File: config.mk
export PLATFORM = sky130hd
export DESIGN_NAME = quadrature_decoder
export DESIGN_NICKNAME = d
export VERILOG_FILES = /design/src/rtl/quadrature_decoder.sv
export SDC_FILE = /design/constraint.sdc
export NUM_CORES = 1
export LEC_CHECK = 0
export ABC_AREA = 0
export BUFFER_PORTS_ARGS = -buffer_cell sky130_fd_sc_hd__clkbuf_2
export CAP_MARGIN = 10
export CORE_AREA = 5 5 54 56
export DETAILED_ROUTE_END_ITERATION = 8
export DIE_AREA = 0 0 59 61
export GPL_ROUTABILITY_DRIVEN = 0
export PLACE_DENSITY = 0.67
export SYNTH_ARGS = -nofsm -noshare
export SYNTH_HDL_FRONTEND = slang
export SYNTH_SLANG_ARGS = --single-unit
File: constraint.sdc
create_clock -name clock -period 2.3 [get_ports clock]
set_input_delay 0.23 -clock clock [delete_from_list [all_inputs] [get_ports clock]]
set_output_delay 0.23 -clock clock [all_outputs]
set_load 0.02 [all_outputs]
File: src/rtl/quadrature_decoder.sv
// quadrature_decoder: synchronizes and debounces the two raw phases of a
// rotary encoder, decodes them in 4x mode into a one-cycle step pulse plus a
// held direction level, and flags illegal (both-phase) transitions.
module quadrature_decoder #(
   parameter int unsigned DEBOUNCE_CYCLES = 16
) (
   input  logic clock,
   input  logic reset,
   input  logic encoderA,
   input  logic encoderB,
   input  logic clearError,
   output logic stepEnable,
   output logic stepDirection,
   output logic filteredA,
   output logic filteredB,
   output logic errorFlag
);

   localparam int unsigned CNT_W   = $clog2(DEBOUNCE_CYCLES + 1);
   localparam int unsigned START_W = $clog2(DEBOUNCE_CYCLES + 3);
   localparam logic [CNT_W-1:0]   DB_LAST    = CNT_W'(DEBOUNCE_CYCLES - 1);
   localparam logic [START_W-1:0] START_LAST = START_W'(DEBOUNCE_CYCLES + 2);

   typedef enum logic [1:0] {
      MOVE_NONE    = 2'd0,
      MOVE_UP      = 2'd1,
      MOVE_DOWN    = 2'd2,
      MOVE_ILLEGAL = 2'd3
   } move_e;

   // Classify a {A,B} transition: up is 00->10->11->01->00, down is the reverse,
   // and a change of both bits at once cannot come from a real encoder.
   function automatic move_e classify_move(input logic [1:0] prev_v, input logic [1:0] cur_v);
      move_e m;
      case ({prev_v, cur_v})
         4'b0010, 4'b1011, 4'b1101, 4'b0100: m = MOVE_UP;
         4'b0001, 4'b0111, 4'b1110, 4'b1000: m = MOVE_DOWN;
         4'b0011, 4'b1100, 4'b1001, 4'b0110: m = MOVE_ILLEGAL;
         default:                            m = MOVE_NONE;
      endcase
      return m;
   endfunction

   // Next {filtered, counter} of one phase: a new level is accepted only after
   // DEBOUNCE_CYCLES consecutive mismatching samples.
   function automatic logic [CNT_W:0] debounce_next(input logic sync_v, input logic filt_v,
                                                    input logic [CNT_W-1:0] cnt_v);
      logic [CNT_W:0] r;
      if (sync_v == filt_v) begin
         r = {filt_v, {CNT_W{1'b0}}};
      end else if (cnt_v == DB_LAST) begin
         r = {sync_v, {CNT_W{1'b0}}};
      end else begin
         r = {filt_v, cnt_v + CNT_W'(1)};
      end
      return r;
   endfunction

   // Phase vectors are packed as {A, B}.
   logic [1:0]         meta_q;
   logic [1:0]         sync_q;
   logic [1:0]         filt_q, filt_d;
   logic [CNT_W-1:0]   cnt_a_q, cnt_a_d;
   logic [CNT_W-1:0]   cnt_b_q, cnt_b_d;
   logic [START_W-1:0] start_q, start_d;
   logic               armed_q, armed_d;
   logic [1:0]         prev_q, prev_d;
   logic               step_q, step_d;
   logic               dir_q, dir_d;
   logic               err_q, err_d;
   move_e              move_s;

   // Debounce both synchronized phases.
   always_comb begin
      filt_d  = filt_q;
      cnt_a_d = cnt_a_q;
      cnt_b_d = cnt_b_q;
      {filt_d[1], cnt_a_d} = debounce_next(sync_q[1], filt_q[1], cnt_a_q);
      {filt_d[0], cnt_b_d} = debounce_next(sync_q[0], filt_q[0], cnt_b_q);
   end

   // Arming, 4x decode and sticky error. A cycle that already carries a step
   // pulse does not consume the next transition: prevAB is held so a change
   // arriving right behind it is decoded one cycle later, keeping pulses apart.
   always_comb begin
      move_s  = classify_move(prev_q, filt_q);
      start_d = start_q;
      armed_d = armed_q;
      prev_d  = prev_q;
      step_d  = 1'b0;
      dir_d   = dir_q;
      if (clearError) begin
         err_d = 1'b0;
      end else begin
         err_d = err_q;
      end
      if (!armed_q) begin
         prev_d = filt_q;
         if (start_q == START_LAST) begin
            armed_d = 1'b1;
         end else begin
            start_d = start_q + START_W'(1);
         end
      end else if (step_q) begin
         prev_d = prev_q;
      end else begin
         prev_d = filt_q;
         case (move_s)
            MOVE_UP: begin
               step_d = 1'b1;
               dir_d  = 1'b1;
            end
            MOVE_DOWN: begin
               step_d = 1'b1;
               dir_d  = 1'b0;
            end
            MOVE_ILLEGAL: begin
               err_d = 1'b1;
            end
            default: begin
               step_d = 1'b0;
            end
         endcase
      end
   end

   // State registers with synchronous reset; the first two stages form the synchronizer.
   always_ff @(posedge clock) begin
      if (reset) begin
         meta_q  <= 2'b00;
         sync_q  <= 2'b00;
         filt_q  <= 2'b00;
         cnt_a_q <= {CNT_W{1'b0}};
         cnt_b_q <= {CNT_W{1'b0}};
         start_q <= {START_W{1'b0}};
         armed_q <= 1'b0;
         prev_q  <= 2'b00;
         step_q  <= 1'b0;
         dir_q   <= 1'b0;
         err_q   <= 1'b0;
      end else begin
         meta_q  <= {encoderA, encoderB};
         sync_q  <= meta_q;
         filt_q  <= filt_d;
         cnt_a_q <= cnt_a_d;
         cnt_b_q <= cnt_b_d;
         start_q <= start_d;
         armed_q <= armed_d;
         prev_q  <= prev_d;
         step_q  <= step_d;
         dir_q   <= dir_d;
         err_q   <= err_d;
      end
   end

   assign stepEnable    = step_q;
   assign stepDirection = dir_q;
   assign filteredA     = filt_q[1];
   assign filteredB     = filt_q[0];
   assign errorFlag     = err_q;

endmodule

# --- Yosys cells after proc, flatten, opt, wreduce, memory -nomap -nowiden ---
# Memories as Yosys holds them, arrays and structs flattened.
# Cells that the tools add are included.
totals:
  register_bits: 27
  mem_bits_ro: 32
  out_inout_bits: 5
  word_cells: 49
  n_memories: 1
op_classes:
  addsub: 3
  eq_ne: 9
  n_mux: 10
  bitwise_logic: 5
  reduce_logical: 9
mem_list:
  columns: ["name", "words", "word_bits", "read_ports", "rd_clocked_by_memory_dff", "wr", "line_no", "text"]
  rows:
  - ["(name not given)", 16, 2, 1, 0, 0, "35", "case ({prev_v, cur_v})"]
ops:
  columns: ["cell", "n"]
  rows:
  - ["5-bit by 1-bit adder with 5-bit output (second input constant)", 3]
  - ["5-bit by 4-bit == test with 1-bit output (second input constant)", 2]
  - ["3-bit OR reduction", 3]
  - ["1-bit 2-to-1 mux", 7]
  - ["2-bit AND reduction", 3]
  - ["5-bit == test (second input constant)", 1]
  - ["1-bit NOT", 5]
  - ["2-bit == test (second input constant)", 2]
  - ["2-bit 2-to-1 mux", 2]
  - ["3-bit AND reduction", 1]
  - ["1-bit == test", 2]
  - ["2-bit by 1-bit == test with 1-bit output (second input constant)", 1]
  - ["2-bit != test (second input constant)", 1]
  - ["1-bit one-hot mux with 2 select lines", 1]
  - ["2-bit nonzero test", 1]
  - ["2-bit OR reduction", 1]

# --- Depth between registers and ports, before layout ---
# Gate-level depths: netlist of run 1.
# An unclocked memory read counts as a cell.
depth:
  word_depth: 5
  ltp_mapped: 7

# --- Least setup slack after synthesis of run 1 ---
# Ideal clock, no wire load.
synth_timing:
  kind: "register to register"
  start: "reg filt_q[0]"
  end: "reg dir_q, in the netlist stepDirection"
  setup_ps: 86
  arrival_ps: 1764
  required_ps: 2214
  setup_slack_ps: 450
  path_stages_with_launch: 8
  path_buffers: 0
  synth_period_minus_slack_ps: 1850
  path_cell_list: "dfxtp_1 > and2b_2 > o21ai_0 > o31ai_1 > ha_1 > nor3b_1 > nor2_1 > a211oi_1"
synth_between:
  elab_chain_len: 4
synth_rtl:
  columns: ["item", "line_no", "text"]
  rows:
  - ["start: declaration", "62", "logic [1:0] filt_q, filt_d;"]
  - ["start signal: assignment", "144", "filt_q <= filt_d;"]
  - ["memory read 16 x 2 bit (*)", null, null]
  - ["2-bit == test or 2-bit by 1-bit == test with 1-bit output (tied branches)", "108", "case (move_s)"]
  - ["2-bit nonzero test (no line)", null, null]
  - ["3-bit AND reduction (no line)", null, null]
  - ["end signal: assignment", "151", "dir_q <= dir_d;"]
  - ["end: declaration", "69", "logic dir_q, dir_d;"]
# Mark *: on every way between the ends. The rest lies on a longest branch, timed or not.
# A chain may end at the register's enable or synchronous reset.

# --- Worst setup path in the final report of run 1 ---
layout_timing:
  start: "reg filt_q[1]"
  end: "reg dir_q, in the netlist stepDirection"
# The elaborated chain is that of the path after synthesis.

==> summary.md, run 1 <==
| Metric | Value |
|---|---|
| Status | `completed` |
| Final setup vio count | `0` |
| Syn avg cell area | `9.678 µm²` |
| Final #Nets | `141` |
| Most frequent cells in the layout | `27 x dfxtp_1, 18 x nor2_1, 9 x clkbuf_2, 8 x ha_1` |
| Root buf cell | `clkbuf_4` |
| Clock sink count | `27` |
| Top cells by area, synth | `dfxtp_1 48%, ha_1 8.8%, nor2_1 6.0%, xnor2_1 3.9%, nor2b_1 3.3%` |
| Worst EP arrival | `2.14 ns` |
| Cell variety after synth | `29` |
| Skew final | `0.001652 ns` |
| Iter 0 DRT Violations | `14` |
| Slew HR | `74.83%` |
| Peak VDD IR | `0.3726 mV` |
| Final ANT Viol Nets | `0` |
| WHS Endpoint | `meta_q[1]` |
| Min Tclk post-route | `1.903 ns` |
| Min-Delay Startpoint | `encoderA` |
| Area Overhead vs Synth | `8.288%` |
| Max-Cap Viols | `0` |
| Post-CTS Hold Buffers | `0` |
| 1st-pass router iterations | `4` |
| Worst slew pin tran | `0.3776 ns` |
| Wire length on met2 | `719 µm` |
| Worst Setup End Kind | `register` |
| DRC Markers | `0` |
| Setup WS pre-CTS | `0.4405 ns` |
| Number of global-route vias before repair | `748` |
| Worst setup SP type | `register` |
| Final hold vios | `0` |
| Antenna violations before repair | `0` |
| Post-synth top area share | `47.73%` |
| GR Overflow Total | `0` |
| Chip Height | `61 µm` |
| Setup TNS | `0 ns` |
| CTS Buffer Depth | `2` |
| Area leader, netlist | `dfxtp_1` |
| CP max FO | `7` |
| Setup CP Type | `reg -> reg` |
| DIE AREA | `3599 µm²` |
| CTS tree | `done` |
| Top sig layer | `met4` |
| # rows | `18` |
| Syn_nets | `130` |
| Largest net degree at the start of global routing | `20` |
| M1 WL | `838 µm` |
| Final setup margin | `0.3974 ns` |
| DP HPWL | `1274 µm` |
| Slew Limit Fails | `0` |
| Max frequency | `525.6 MHz` |
| Required @ worst endpoint | `2.54 ns` |
| Layout cells sized above 1 | `13.39%` |
| Worst Hold Path Cells | `2` |
| Die W | `59 µm` |
| CTS H-tree lvls | `1` |
| First-pass GRT wire length | `3049 µm` |
| Drt via density | `4.975` |
| Wire per inst | `10.61 µm` |
| Utilization after layout | `51.36%` |
| R2R depth | `6` |
| Period utilization | `82.72%` |
| Total track usage | `11.26%` |
| Hold Crit Class | `in -> reg` |
| Fill cells | `234` |
| Port buffer count | `9` |
| Post_cts resized | `0` |
| Seq/Total Area, Yosys | `47.73%` |
| Routed met3 length | `58 µm` |
| RR Startpoint | `filt_q[1]` |
| CTS buffer count | `3` |
| RSZ-0062 raised after global routing | `no` |
| Vias | `781` |
| Commonest non-fill, non-tap cell in the layout | `dfxtp_1` |
| Clk_lat worst skew | `0.31 ns` |
| Clock transition at path regs | `0.13 ns` |
| Synth Instances | `117` |
| Static leakage | `0.0004752 µW` |
| #FFs+latches synth | `27` |
| Core area | `2387 µm²` |
| PD cells | `576.1 nW/µm²` |
| Total Wirelength | `1666 µm` |
| Reg2reg setup slack | `0.40 ns` |
| Initial core utilization | `47.43%` |
| IO Count | `10` |
| Setup Buffers After CTS | `0` |
| RR Endpoint | `stepDirection` |
| Post-Syn Area | `1132 µm²` |
| # diodes | `0` |
| Yosys warns | `0` |
power breakdown:
group          internal, µW  total [µW]  leakage (µW)  switching, µW
registers               477         483      0.000219           6.73
logic                  13.4        26.6      0.000241           13.2
clock network          67.8         196     0.0000150            129
total                   558         706      0.000475            148
stage by stage:
| stage | hold WS, ns | std cells | cell area [µm²] | total power, µW |
|---|---|---|---|---|
| final | 0.1184 | 157 | 1226 | 706.4 |
| after global routing | 0.09673 | 157 | 1226 | 748.4 |
| after detailed placement | 0.4299 | 153 | 1200 | 521.0 |
| after global placement | 0.4195 | 153 | 1200 | 519.2 |
| after CTS | 0.1151 | 157 | 1226 | 713.9 |
| after floorplan | 0.3582 | 117 | 1132 | 513.0 |
critical path, stage by stage, from the launching register on:
cell and delay, ns:
dfxtp_1 0.46, and2b_1 0.21, o31ai_1 0.28, ha_1 0.29, nor3b_1 0.31, nor2_1 0.07
a211oi_1 0.20
state kept, by name, indices dropped and copies added (netlist names):
signal / cells
errorFlag: 1
filt_q: 2
cnt_a_q: 5
prev_q: 2
meta_q: 2
armed_q: 1
cnt_b_q: 5
stepEnable: 1
sync_q: 2
stepDirection: 1
start_q: 5
synthesized netlist by cell type (all sizes together):
cell,count
dfxtp,27
nor2,18
ha,8
inv,6
nor2b,6
a21oi,5
nand3,5
xnor2,5
nand2,4
xor2,4
o21ai,3
a211oi,2
and2b,2
and3,2
clkbuf,2
mux2i,2
nand3b,2
nand4b,2
nor3,2
or3,2
a21o,1
and4bb,1
buf,1
nand2b,1
nand4bb,1
nor3b,1
o21a,1
o31ai,1
logic make-up (layout without fill, tap and decap cells):
kind of cell	count (synthesis)	after routing	synth area share (%)
and+or+nand+nor	49	49	24.42
buffers and inverters	9	19	3.315
DFF	27	27	47.73
AOI/OAI and AO/OA	13	13	6.961
adders and majority gates	8	8	8.840
xor gates and xnor gates	9	9	6.961
muxes	2	2	1.768
per-layer routing:
metal / track usage (%) / vias to the layer above
met4: 7.767 / 0
li1: - / 413
met3: 2.553 / 5
met1: 13.60 / 353
met5: 0 / -
met2: 17.82 / 10
layout make-up:
class | count | area [µm²] | share of cell area (%)
sequential | 27 | 540.5 | 44.08
multi-input combinational | 81 | 554.3 | 45.20
timing repair buffer | 9 | 45.04 | 3.673
tap | 30 | 37.54 | 3.061
inverter | 6 | 22.52 | 1.837
clock buffer | 4 | 26.28 | 2.143
worst max path at each step:
stage,from,to,slack (ns),cells past startpoint
after global placement,filt_q[0],stepDirection,0.51,7
final,filt_q[1],stepDirection,0.40,6
after CTS,filt_q[0],stepDirection,0.40,7
after detailed placement,filt_q[1],stepDirection,0.44,6
after global routing,filt_q[0],stepDirection,0.19,7
after floorplan,filt_q[0],stepDirection,0.45,7
Note: power is estimated with default switching activity, not from simulation.
==> run 2: changes to the inputs <==
ABC_AREA = 1   (was 0)
CORE_AREA = 5 5 55 57   (was 5 5 54 56)
DIE_AREA = 0 0 60 62   (was 0 0 59 61)
PLACE_DENSITY = 0.69   (was 0.67)
clock period = 1.7 ns   (was 2.3 ns; I/O delays follow)
==> run 2 against run 1 <==
Net effect:
- non-clock buffer count grew 3
- critical path depth grew 2
- register-to-register slack lost 0.31 ns
- final area grew 7.8%
- die area grew 3.4%
- sequential share of layout area shrank 2.7 points
- utilization grew 3.0 points
- synthesized area grew 4.0%
- combinational power grew 65%
- largest cell class is now registers
- synthesized cell count grew 28%
- global-route usage grew 0.81 points
- routed wire length grew 15%
==> summary.md, run 2 <==
| Metric | Value |
|---|---|
| Slew Limit Fails | `0` |
| Wire per inst | `9.841 µm` |
| Drt via density | `4.841` |
| Top-count cell post-synth | `inv_1` |
| Worst slew pin tran | `0.2297 ns` |
| Stages on the worst setup path | `8` |
| Top cells by area, synth | `dfxtp_1 46%, inv_1 8.9%, ha_1 8.5%, nor2_1 8.0%, nand2_1 6.1%` |
| Async SR Flop Fraction | `0%` |
| IO Count | `10` |
| Cell variety after synth | `20` |
| Final setup vio count | `0` |
| DRC Markers | `0` |
| Top_reg_cell synth | `dfxtp_1` |
| Max-Cap Viols | `0` |
| CP Cell Sequence | `nor2_1, nor2_1, a22oi_2, ha_1, nor2_1, nand2_1, or2_1, a21oi_1` |
| Seq/Total Area, Yosys | `45.91%` |
| 1st-pass router iterations | `4` |
| Worst Setup End Kind | `register` |
| Critical path's top delay family | `simple AND/OR/NAND/NOR gates` |
| Min Tclk post-route | `1.615 ns` |
| Max frequency | `619.1 MHz` |
| Syn avg cell area | `7.849 µm²` |
| Reg2reg setup slack | `0.08 ns` |
| CP max FO | `4` |
| Antenna violations before repair | `0` |
| CP max stage delay | `0.39 ns` |
| Post-synth top area share | `45.91%` |
| First-pass GRT wire length | `3401 µm` |
| Worst EP arrival | `1.89 ns` |
| RR Endpoint | `stepDirection` |
| CTS tree | `done` |
| Synth Instances | `150` |
| Leading registers by flop count | `cnt_a_q x5, cnt_b_q x5, start_q x5` |
| Vias | `944` |
| Final hold vios | `0` |
| EDFF count, synth | `0` |
| Hold Crit Class | `in -> reg` |
| Core area | `2432 µm²` |
| Slowest CP cell | `dfxtp_4` |
| Iter 0 DRT Violations | `30` |
| Commonest non-fill, non-tap cell in the layout | `inv_1` |
| CTS H-tree lvls | `1` |
| Area Overhead vs Synth | `12.22%` |
| Peak VDD IR | `0.4339 mV` |
| Total track usage | `12.07%` |
| Final #Nets | `179` |
| Slew HR | `84.69%` |
| RR Startpoint | `filt_q[1]` |
| Total Wirelength | `1919 µm` |
| Clk_lat worst skew | `0.32 ns` |
| Root buf cell | `clkbuf_4` |
| PD cells | `734.9 nW/µm²` |
| Most frequent cells in the layout | `26 x inv_1, 25 x nor2_1, 24 x dfxtp_1, 18 x nand2_1, 10 x a21oi_1` |
| Skew final | `0.003886 ns` |
| Final setup margin | `0.08485 ns` |
| Period utilization | `95.01%` |
| #FFs+latches synth | `27` |
| # diodes | `0` |
| Final ANT Viol Nets | `0` |
| Chip Height | `62 µm` |
| DIE AREA | `3720 µm²` |
| Utilization after layout | `54.32%` |
| Placed Cells incl. Taps | `188` |
| Required @ worst endpoint | `1.97 ns` |
| Static leakage | `0.0005829 µW` |
| Final std cells w/o fill | `195` |
| CTS Buffer Depth | `2` |
| Syn_nets | `163` |
| Status | `completed` |
| Setup CP Type | `reg -> reg` |
| Port buffer count | `9` |
| Worst path bufs/invs | `0` |
| Most frequent CP cell | `nor2_1` |
| Crit path from | `filt_q[1]` |
| Die W | `60 µm` |
| DP HPWL | `1431 µm` |
| GR Overflow Total | `0` |
| Critical Path Sink | `stepDirection` |
| Initial core utilization | `48.41%` |
| Clock transition at path regs | `0.14 ns` |
| Post-Syn Area | `1177 µm²` |
| Largest net degree at the start of global routing | `16` |
| # rows | `18` |
| Worst setup SP type | `register` |
| R2R depth | `8` |
| Clock sink count | `27` |
| Yosys warns | `0` |
| Setup WS pre-CTS | `0.05834 ns` |
| Number of global-route vias before repair | `853` |
| Area leader, netlist | `dfxtp_1` |
| Top cells by count, synth | `28 x inv_1, 27 x dfxtp_1, 25 x nor2_1` |
| CTS buffer count | `3` |
| Layout cells sized above 1 | `19.39%` |
==> run 2: report_power, final <==
| part | internal [µW] | total, µW | switching, µW | leakage (µW) |
|---|---|---|---|---|
| sequential | 643 | 653 | 9.60 | 0.000221 |
| clock | 88.3 | 274 | 186 | 0.0000177 |
| combinational | 17.3 | 43.9 | 26.6 | 0.000344 |
| total | 749 | 971 | 222 | 0.000583 |
==> run 2: layout make-up <==
class	count	area [µm²]
Fill cell	230	1111
Tap cell	30	37.54
Clock buffer	3	22.52
Sequential cell	27	546.8
Clock inverter	1	5.005
Multi-Input combinational cell	93	528.0
Inverter	29	113.9
Timing Repair Buffer	12	67.56
==> run 2: worst min-delay path by stage <==
stage                   from   endpoint  slack [ns]  cells after the start
detailed placement  encoderA  meta_q[1]        0.37                      3
finish              encoderA  meta_q[1]        0.01                      3
global placement    encoderA  meta_q[1]        0.37                      3
CTS                 encoderB  meta_q[0]       0.003                      3
global route        encoderA  meta_q[1]       0.009                      3
floorplan           encoderB  meta_q[0]        0.28                      2
==> run 2: cells by family (layout without fill, tap and decap cells) <==
logic type	after synthesis	count (layout)	share of synthesized area [%]
and+or+nand+nor	61	61	23.59
buffers and inverters	30	45	9.883
DFF	27	27	45.91
AOI/OAI and AO/OA	22	22	10.63
adders and majority gates	8	8	8.502
xor gates and xnor gates	2	2	1.488
==> run 2: metrics by stage <==
stage                     area [µm²]  hold WS, ns  TNS (ns)  power [µW]
after floorplan                 1179       0.2770         0       700.6
after detailed placement        1256       0.3706         0       712.9
after CTS                       1284     0.003182         0       988.7
after global routing            1321     0.009179  -0.06084        1023
after global placement          1256       0.3659         0       710.7
final                           1321      0.01119         0       971.0
==> run 2: metal layers <==
layer	vias to the layer above	share of wire [%]	global-route usage, %	wire length, µm
li1	506	-	-	-
met1	418	49	15.13	949
met2	18	45	19.14	859
met3	2	4.5	3.099	86
met4	0	1.2	6.329	23
met5	-	0	0	0
==> run 2: worst min-delay path, stage by stage <==
cell      delay [ns]
clkbuf_2        0.08
inv_1           0.04
nor2_1          0.03
==> run 2: what timing repair did <==
| item | in CTS | in global routing |
|---|---|---|
| endpoints found under the setup margin | 0 | 1 |
| hold buffers | 0 | 0 |
| setup buffers | 0 | 3 |
| gates resized for setup | 0 | 9 |
| endpoints found under the hold margin | 0 | 0 |
==> run 3: changes to the inputs <==
CAP_MARGIN = 5   (was 10)
CORE_AREA = 5 5 58 60   (was 5 5 55 57)
DIE_AREA = 0 0 63 65   (was 0 0 60 62)
PLACE_DENSITY = default   (was 0.69)
==> run 3 against run 2 <==
Net effect:
- sequential share of layout area increased by 0.44 points
- count of clock-buffer cells in the layout unchanged
- clock skew increased by 0.0028 ns
- via count decreased by 4.4%
- clock power decreased by 2%
- total power decreased by 0.76%
- worst setup slack got worse by 0.0027 ns
- die area increased by 10%
- final cell count increased by 0.51%
- critical path type unchanged
- largest cell class unchanged
==> summary.md, run 3 (synthesized netlist as in run 2, its figures left out) <==
| Metric | Value |
|---|---|
| Status | `completed` |
| R2R depth | `8` |
| Initial core utilization | `40.91%` |
| CTS Buffer Depth | `2` |
| CTS buffer count | `3` |
| Skew final | `0.006693 ns` |
| Crit path from | `filt_q[0]` |
| Min-Delay Startpoint | `encoderA` |
| Min Tclk post-route | `1.618 ns` |
| Number of global-route vias before repair | `804` |
| GR Overflow Total | `0` |
| CP max stage delay | `0.37 ns` |
| DIE AREA | `4095 µm²` |
| Area Overhead vs Synth | `11.05%` |
| Commonest non-fill, non-tap cell in the layout | `inv_1` |
| Overall power | `963.7 µW` |
| Final setup vio count | `0` |
| Setup CP Type | `reg -> reg` |
| Vias | `902` |
| CTS H-tree lvls | `1` |
| Most frequent CP cell | `nand2_1` |
| Fill cells | `285` |
| Post-CTS Hold Buffers | `0` |
| Worst slew pin tran | `0.2452 ns` |
| RR Startpoint | `filt_q[0]` |
| Wire per inst | `9.464 µm` |
| First-pass GRT wire length | `3236 µm` |
| Layout cells sized above 1 | `17.79%` |
| Antenna violations before repair | `0` |
| 1st-pass router iterations | `4` |
| DRC Markers | `0` |
| Slew Limit Fails | `0` |
| Dpl cell area | `1260 µm²` |
| Iter 0 DRT Violations | `29` |
| Leading registers by flop count | `cnt_a_q x5, cnt_b_q x5, start_q x5` |
| # rows | `20` |
| Clock transition at path regs | `0.14 ns` |
| Largest net degree at the start of global routing | `16` |
| Root buf cell | `clkbuf_4` |
| Max frequency | `618.1 MHz` |
| Drt via density | `4.602` |
| Core area | `2878 µm²` |
| Max-Cap Viols | `0` |
| Final hold vios | `0` |
| Worst Hold Path Cells | `3` |
| CP Cell Sequence | `inv_1, nand2_1, a22oi_2, ha_1, nor2_1, nand2_1, or2_1, a21oi_1` |
| Clk_lat worst skew | `0.32 ns` |
| Port buffer count | `9` |
| Peak VDD IR | `0.5597 mV` |
| Worst Setup End Kind | `register` |
| Hold Crit Class | `in -> reg` |
| Most frequent cells in the layout | `27 x inv_1, 25 x nor2_1, 24 x dfxtp_1, 18 x nand2_1, 10 x a21oi_1` |
| CP max FO | `4` |
| # diodes | `0` |
| Total Wirelength | `1855 µm` |
| Worst EP arrival | `1.87 ns` |
| IO Count | `10` |
| DP HPWL | `1425 µm` |
| Setup TNS | `0 ns` |
| RSZ-0062 raised after global routing | `no` |
| Finished Cell Area | `1308 µm²` |
| Final std cells w/o fill | `196` |
| Die W | `63 µm` |
| PD cells | `737.0 nW/µm²` |
| Slew HR | `83.64%` |
| Period utilization | `95.17%` |
| Total track usage | `9.793%` |
| Chip Height | `65 µm` |
| Final #Nets | `177` |
| Final ANT Viol Nets | `0` |
| Placed Cells incl. Taps | `191` |
| CTS tree | `done` |
| Required @ worst endpoint | `1.95 ns` |
| Worst setup SP type | `register` |
| Slowest CP cell | `dfxtp_2` |
| Clock sink count | `27` |
| Static leakage | `0.0005719 µW` |
## run 3: cell types whose count changed in the layout (fill, tap and decap cells not counted)
cell and change:
buf_4 -2, inv_4 -1, inv_1 +1
## run 3: cell type report
class                           instances  area, µm²  share of cell area, %
Clock buffer                            3      22.52                  1.722
Clock inverter                          1      5.005                 0.3828
Inverter                               29      111.4                  8.517
Multi-Input combinational cell         93      528.0                  40.38
Sequential cell                        27      546.8                  41.82
Tap cell                               33      41.29                  3.158
Timing Repair Buffer                   10      52.55                  4.019
## run 3: metrics by stage
stage,utilization [%],hold slack (ns),worst slack (ns)
2_1_floorplan,-,0.2770,0.06157
3_3_place_gp,43.78,0.3645,0.1313
3_5_place_dp,43.78,0.3651,0.07299
4_1_cts,44.74,0.003533,0.02737
5_1_grt,45.43,0.01344,0.03073
6_report,45.43,0.02347,0.08213
## run 3: power breakdown
group / internal (µW) / total, µW / switching, µW
clock network: 88.0 / 268 / 180
logic: 17.1 / 42.9 / 25.7
registers: 643 / 653 / 9.60
total: 748 / 964 / 215
## run 3: final timing paths
path                                 endpoint  slack (ns)
worst max register to register  stepDirection        0.08
worst min register to register      sync_q[0]        0.41
worst min-delay path                meta_q[1]        0.02
worst max-delay path            stepDirection        0.08
## run 3: layer usage
layer | wire length [µm] | GRT usage, % | vias to the layer above
li1 | - | - | 496
met1 | 955 | 11.69 | 394
met2 | 793 | 15.64 | 10
met3 | 86 | 3.293 | 2
met4 | 19 | 4.775 | 0
met5 | 0 | 0 | -
## run 3: worst max-delay path: cells and delay by family (launching register included)
| kind | cells | cell delay (ns) |
|---|---|---|
| simple gates | 4 | 0.47 |
| buf+inv | 1 | 0.11 |
| compound gates | 2 | 0.35 |
| flops | 1 | 0.37 |
| fa+ha+maj | 1 | 0.26 |
## run 3: repair_timing
action,4_1_cts,5_1_grt
resized for setup,0,7
buffers inserted,0,1
setup endpoints to repair,0,1
